File: config.mk
export PLATFORM = sky130hd
export DESIGN_NAME = mem_access_unit
export DESIGN_NICKNAME = d
export VERILOG_FILES = /design/src/rtl/mau_pkg.sv /design/src/rtl/load_extend.sv /design/src/rtl/mem_access_unit.sv
export SDC_FILE = /design/constraint.sdc
export NUM_CORES = 1
export LEC_CHECK = 0
export CAP_MARGIN = 20
export CORE_AREA = 4 4 119 121
export CTS_CLUSTER_DIAMETER = 30
export CTS_CLUSTER_SIZE = 20
export DETAILED_ROUTE_END_ITERATION = 10
export DIE_AREA = 0 0 123 125
export PLACE_DENSITY_LB_ADDON = 0.3
export SKIP_CTS_REPAIR_TIMING = 1
export SYNTH_ARGS = -nofsm -noshare
export SYNTH_HDL_FRONTEND = slang
export SYNTH_SLANG_ARGS = --single-unit
File: constraint.sdc
create_clock -name clk -period 3.8 [get_ports clk]
set_clock_uncertainty 0.1 [all_clocks]
set_input_delay 1.14 -clock clk [delete_from_list [all_inputs] [get_ports clk]]
set_output_delay 1.14 -clock clk [all_outputs]
set_load 0.05 [all_outputs]
File: src/rtl/mau_pkg.sv
// Shared encodings for the data-memory access unit: request sizes, store
// types, exception codes and FSM states, plus small decode helpers.
package mau_pkg;

  localparam logic [1:0] SIZE_WORD    = 2'd0;
  localparam logic [1:0] SIZE_HALF    = 2'd1;
  localparam logic [1:0] SIZE_BYTE    = 2'd2;
  localparam logic [1:0] SIZE_ILLEGAL = 2'd3;

  localparam logic [2:0] STORE_WORD = 3'd0;
  localparam logic [2:0] STORE_HALF = 3'd1;
  localparam logic [2:0] STORE_BYTE = 3'd2;

  localparam logic [1:0] EXC_NONE = 2'd0;
  localparam logic [1:0] EXC_ADEL = 2'd1;
  localparam logic [1:0] EXC_ADES = 2'd2;

  typedef enum logic [1:0] {
    S_IDLE   = 2'd0,
    S_ACCESS = 2'd1,
    S_RESP   = 2'd2
  } state_t;

  function automatic logic misaligned(input logic [1:0] size, input logic [1:0] lsb);
    case (size)
      SIZE_WORD: return (lsb != 2'd0);
      SIZE_HALF: return lsb[0];
      default:   return 1'b0;
    endcase
  endfunction

  function automatic logic [2:0] store_type(input logic [1:0] size);
    case (size)
      SIZE_WORD: return STORE_WORD;
      SIZE_HALF: return STORE_HALF;
      SIZE_BYTE: return STORE_BYTE;
      default:   return STORE_WORD;
    endcase
  endfunction

endpackage

File: src/rtl/load_extend.sv
// Picks the addressed byte/half lane out of a memory word and sign- or
// zero-extends it to 32 bits; word accesses pass through untouched.
module load_extend
  import mau_pkg::*;
(
  input  logic [31:0] word,
  input  logic [1:0]  lane,
  input  logic [1:0]  size,
  input  logic        is_signed,
  output logic [31:0] data
);

  logic [7:0]  byte_sel;
  logic [15:0] half_sel;

  always_comb begin
    byte_sel = word[7:0];
    case (lane)
      2'd0: byte_sel = word[7:0];
      2'd1: byte_sel = word[15:8];
      2'd2: byte_sel = word[23:16];
      2'd3: byte_sel = word[31:24];
      default: byte_sel = word[7:0];
    endcase
  end

  assign half_sel = lane[1] ? word[31:16] : word[15:0];

  always_comb begin
    data = word;
    case (size)
      SIZE_HALF: data = {{16{is_signed & half_sel[15]}}, half_sel};
      SIZE_BYTE: data = {{24{is_signed & byte_sel[7]}}, byte_sel};
      default:   data = word;
    endcase
  end

endmodule

File: src/rtl/mem_access_unit.sv
// Load/store unit between the pipeline and a combinational data memory:
// accepts one request, checks alignment/range, performs one memory cycle.
module mem_access_unit
  import mau_pkg::*;
#(
  parameter int DM_BYTES = 4096
) (
  input  logic        clk,
  input  logic        reset,
  input  logic        ReqValid,
  output logic        ReqReady,
  input  logic        ReqWe,
  input  logic [1:0]  ReqSize,
  input  logic        ReqSigned,
  input  logic [31:0] ReqAddr,
  input  logic [31:0] ReqWData,
  input  logic        Flush,
  output logic        RspValid,
  input  logic        RspReady,
  output logic [31:0] RspRData,
  output logic [1:0]  RspExc,
  output logic [31:0] RspBadVAddr,
  output logic        MemWrite,
  output logic [2:0]  StoreType,
  output logic [31:0] Addr,
  output logic [31:0] DataW,
  input  logic [31:0] DataR,
  output logic [1:0]  dbg_state
);

  // Handshakes: a request transfers on a rising edge with ReqValid && ReqReady;
  // a response transfers on a rising edge with RspValid && RspReady. Flush
  // overrides both in the same cycle and cancels whatever is in flight.

  localparam logic [32:0] DM_LIMIT = 33'(DM_BYTES);

  state_t      state, state_next;
  logic        lat_we;
  logic        lat_signed;
  logic [1:0]  lat_size;
  logic [31:0] lat_addr;
  logic [31:0] lat_wdata;
  logic [31:0] rsp_rdata;
  logic [1:0]  rsp_exc;
  logic [31:0] rsp_badvaddr;
  logic [31:0] load_data;
  logic        accept;
  logic        req_err;

  load_extend u_load_extend (
    .word      (DataR),
    .lane      (lat_addr[1:0]),
    .size      (lat_size),
    .is_signed (lat_signed),
    .data      (load_data)
  );

  assign accept  = (state == S_IDLE) && ReqValid && !Flush;
  assign req_err = (ReqSize == SIZE_ILLEGAL)
                || misaligned(ReqSize, ReqAddr[1:0])
                || ({1'b0, ReqAddr} >= DM_LIMIT);

  always_comb begin
    state_next = state;
    case (state)
      S_IDLE:   if (accept) state_next = req_err ? S_RESP : S_ACCESS;
      S_ACCESS: state_next = Flush ? S_IDLE : S_RESP;
      S_RESP:   if (Flush || RspReady) state_next = S_IDLE;
      default:  state_next = S_IDLE;
    endcase
  end

  always_ff @(posedge clk) begin
    if (reset) begin
      state        <= S_IDLE;
      lat_we       <= 1'b0;
      lat_signed   <= 1'b0;
      lat_size     <= 2'd0;
      lat_addr     <= 32'd0;
      lat_wdata    <= 32'd0;
      rsp_rdata    <= 32'd0;
      rsp_exc      <= EXC_NONE;
      rsp_badvaddr <= 32'd0;
    end else begin
      state <= state_next;
      case (state)
        S_IDLE: begin
          if (accept) begin
            lat_we     <= ReqWe;
            lat_signed <= ReqSigned;
            lat_size   <= ReqSize;
            lat_addr   <= ReqAddr;
            lat_wdata  <= ReqWData;
            // Faulting requests skip the memory cycle and respond next cycle.
            if (req_err) begin
              rsp_rdata    <= 32'd0;
              rsp_exc      <= ReqWe ? EXC_ADES : EXC_ADEL;
              rsp_badvaddr <= ReqAddr;
            end
          end
        end
        S_ACCESS: begin
          if (!Flush) begin
            rsp_rdata    <= lat_we ? 32'd0 : load_data;
            rsp_exc      <= EXC_NONE;
            rsp_badvaddr <= 32'd0;
          end
        end
        S_RESP: begin
          if (Flush || RspReady) begin
            rsp_rdata    <= 32'd0;
            rsp_exc      <= EXC_NONE;
            rsp_badvaddr <= 32'd0;
          end
        end
        default: ;
      endcase
    end
  end

  // Memory-side outputs are live only during the single ACCESS cycle; reset
  // and Flush both kill the write strobe combinationally.
  always_comb begin
    MemWrite  = 1'b0;
    StoreType = 3'd0;
    Addr      = 32'd0;
    DataW     = 32'd0;
    if (state == S_ACCESS) begin
      MemWrite  = lat_we && !Flush && !reset;
      StoreType = store_type(lat_size);
      Addr      = lat_addr;
      DataW     = lat_wdata;
    end
  end

  assign ReqReady    = (state == S_IDLE) && !Flush;
  assign RspValid    = (state == S_RESP);
  assign RspRData    = rsp_rdata;
  assign RspExc      = rsp_exc;
  assign RspBadVAddr = rsp_badvaddr;
  assign dbg_state   = state;

endmodule

==> results.toml <==
[sta]
fin_crit_ns = 3.48
finalHoldViolations = 0
max_slew_margin_pct = 41.9
fin_crit_sh_pct = 91.6
setup_ws_ns = 0.318
finalMaxSlewViolations = 0
worst_pin_slew_ns = 0.872
clock.fmax_mhz = 287
rsz0062_at_grt = "false"
setup_violations = 0
timing.setup.tns_ns = 0

[logic_synthesis]
synth_edf_count = 0
netlist_instances = 744
synth.ff_latch_count = 136
syn_avg_cell_area_um2 = 8.18
synth_top_area_cell = "dfxtp_1"
synth_top_area_share_pct = 44.7
synthTopCellsByArea = "dfxtp_1 45%, a21oi_1 9.9%, nand2_1 9.4%, and2_1 7.1%, nand4b_1 4.7%"
yosysSeqAreaShare_pct = 44.7
ys_async_sr_fraction_pct = 0
yosysWarnings = 0
syn_nets = 856
synth_cell_types = 45
synth.most_common_cell = "nand2_1"
synthTopCellsByCount = "153 x nand2_1, 136 x dfxtp_1, 120 x a21oi_1"
synth_area_um2 = 6090
synth-main-ff-cell = "dfxtp_1"

[worst_setup_path]
setup.worst_path.end_class = "output port"
arrival_ns = 2.24
cp_max_fo = 5
cp_cell_sequence = "clkdlybuf4s50_1 > nand2b_1 > nor3b_2 > buf_12"
setup.worst_path.start_class = "input port"
worstSetupPathType = "input port to output port"
crit_required_ns = 2.56
cpMaxStageDelayCell = "clkdlybuf4s50_1"
max_stage_delay_ns = 0.47

[clock_network]
cts_root_buffer = "clkbuf_16"
insertion_delay_ns = 0.41
cts_tree = "yes"
clock-sinks = 136
clk_path_buf_depth = 2
path_clk_slew_ns = 0.06
htreeDepth = 4
cts_made_buffers = 17

[floorplanning]
placementRows = 42
die_width_um = 123
core_area_um2 = 13100
die_y_um = 125
dieArea_um2 = 15400
initial_core_util_pct = 46.5
io_pins = 243

[global_route]
grt_max_degree = 57
gr-total-overflow = 0
grt_pass1_vias = 5775
grt_pass1_wl_um = 29600
track_usage_pct = 24.3
antenna_found_initial = 0

[placed_design]
finalWeightedCongestion = 0.803
place_ws_ns = 0.314
post-dp-hpwl_um = 13000
dpl_cell_area_um2 = 8420
io_buffers = 241

[finish]
area_growth_pct = 49.1
fin_util_pct = 69.4
finish.net_count = 1062
fin_area_um2 = 9080
drive_gt1_share_pct = 13.1
antenna_cells = 0

[detailed_routing]
routed_wl_um = 19300
drc = 0
drt_iter0_drc = 492
wire_per_inst_um = 16.9
drt-pass1-iter-count = 6
ant_nets = 0
viasPerCell = 5.37
vias = 6122

[status]
outcome = "completed"

[pwr]
irDropWorstVdd_mv = 0.259
power_density_nw_per_um2 = 444
p_leak_nw = 3.41

[hold_path]
hold_path.class = "flop to flop"

[flow_run]
drv_cap = 0
==> routing by layer <==
layer	vias up	wire (um)	global-route usage (%)
met3	31	1760	7.77
met2	250	9040	38.6
met4	0	514	9.97
met1	2845	7970	30.3
met5	-	0	0
li1	2996	-	-
==> per-stage QoR <==
step	hold WS (ns)	power (mW)	cells
floorplan	0.332	1.96	744
CTS	0.350	4.05	1139
global route	0.366	4.18	1139
finish	0.347	4.03	1139
detailed placement	0.342	2.24	1107
global placement	0.337	2.23	1107
==> cell usage in the layout, fill, tap and decap left out, types with 6 or more instances in the layout <==
cell type        synthesis  final
o21ai_1                 10     10
nand4b_1                33     33
clkbuf_16                0     17
and2_1                  69     68
o21ai_0                 42     42
nand2_1                153    152
o2bb2ai_1               31     31
buf_4                    4     79
a21oi_1                120    120
nor2_1                   7      7
a221oi_1                 8      8
inv_1                   13     13
a222oi_1                 7      7
ha_1                     7      6
dfxtp_1                136    136
clkdlybuf4s50_1          0    172
==> where the power goes <==
| group | internal (mW) | total (mW) | switching (mW) |
|---|---|---|---|
| combinational | 0.280 | 0.683 | 0.403 |
| clock | 1.20 | 1.82 | 0.616 |
| sequential | 1.50 | 1.53 | 0.0360 |
==> final timing paths <==
| check | startpoint | slack [ns] | to | cells past startpoint |
|---|---|---|---|---|
| max reg2reg | lat_size[0] | 1.13 | RspRData[5] | 7 |
| max | Flush | 0.32 | MemWrite | 4 |
| min reg2reg | lat_wdata[14] | 0.35 | lat_wdata[14] | 2 |
| min | lat_wdata[14] | 0.35 | lat_wdata[14] | 2 |
==> registers in the layout (all words and copies together) (netlist names) <==
register and flops:
lat_size 2, lat_we 1, lat_signed 1, dbg_state 2, RspRData 32, RspExc 2, lat_wdata 32, RspBadVAddr 32
lat_addr 32
==> critical path: cells and delay by family <==
family,cells,cell delay [ns]
and+or+nand+nor,2,0.46
buffers and inverters,2,0.64
==> cell type report <==
class	instances	area [um2]
Clock inverter	11	195
Timing Repair Buffer	256	2410
Multi-Input combinational cell	526	3020
Sequential cell	136	2720
Fill cell	1095	4010
Tap cell	176	220
Inverter	13	48.8
Clock buffer	21	460
==> logic make-up (layout without fill, tap and decap cells) <==
group           count (synthesis)  after routing  synth area share, %
other cells                     1              1               0.0616
simple gates                  287            287                 24.8
buf+inv                        82            301                 5.96
mux                             3              3                0.514
fa+ha+maj                       7              7                 1.44
flops                         136            136                 44.7
compound gates                228            228                 22.5
Power figures use the tool's default switching activity.
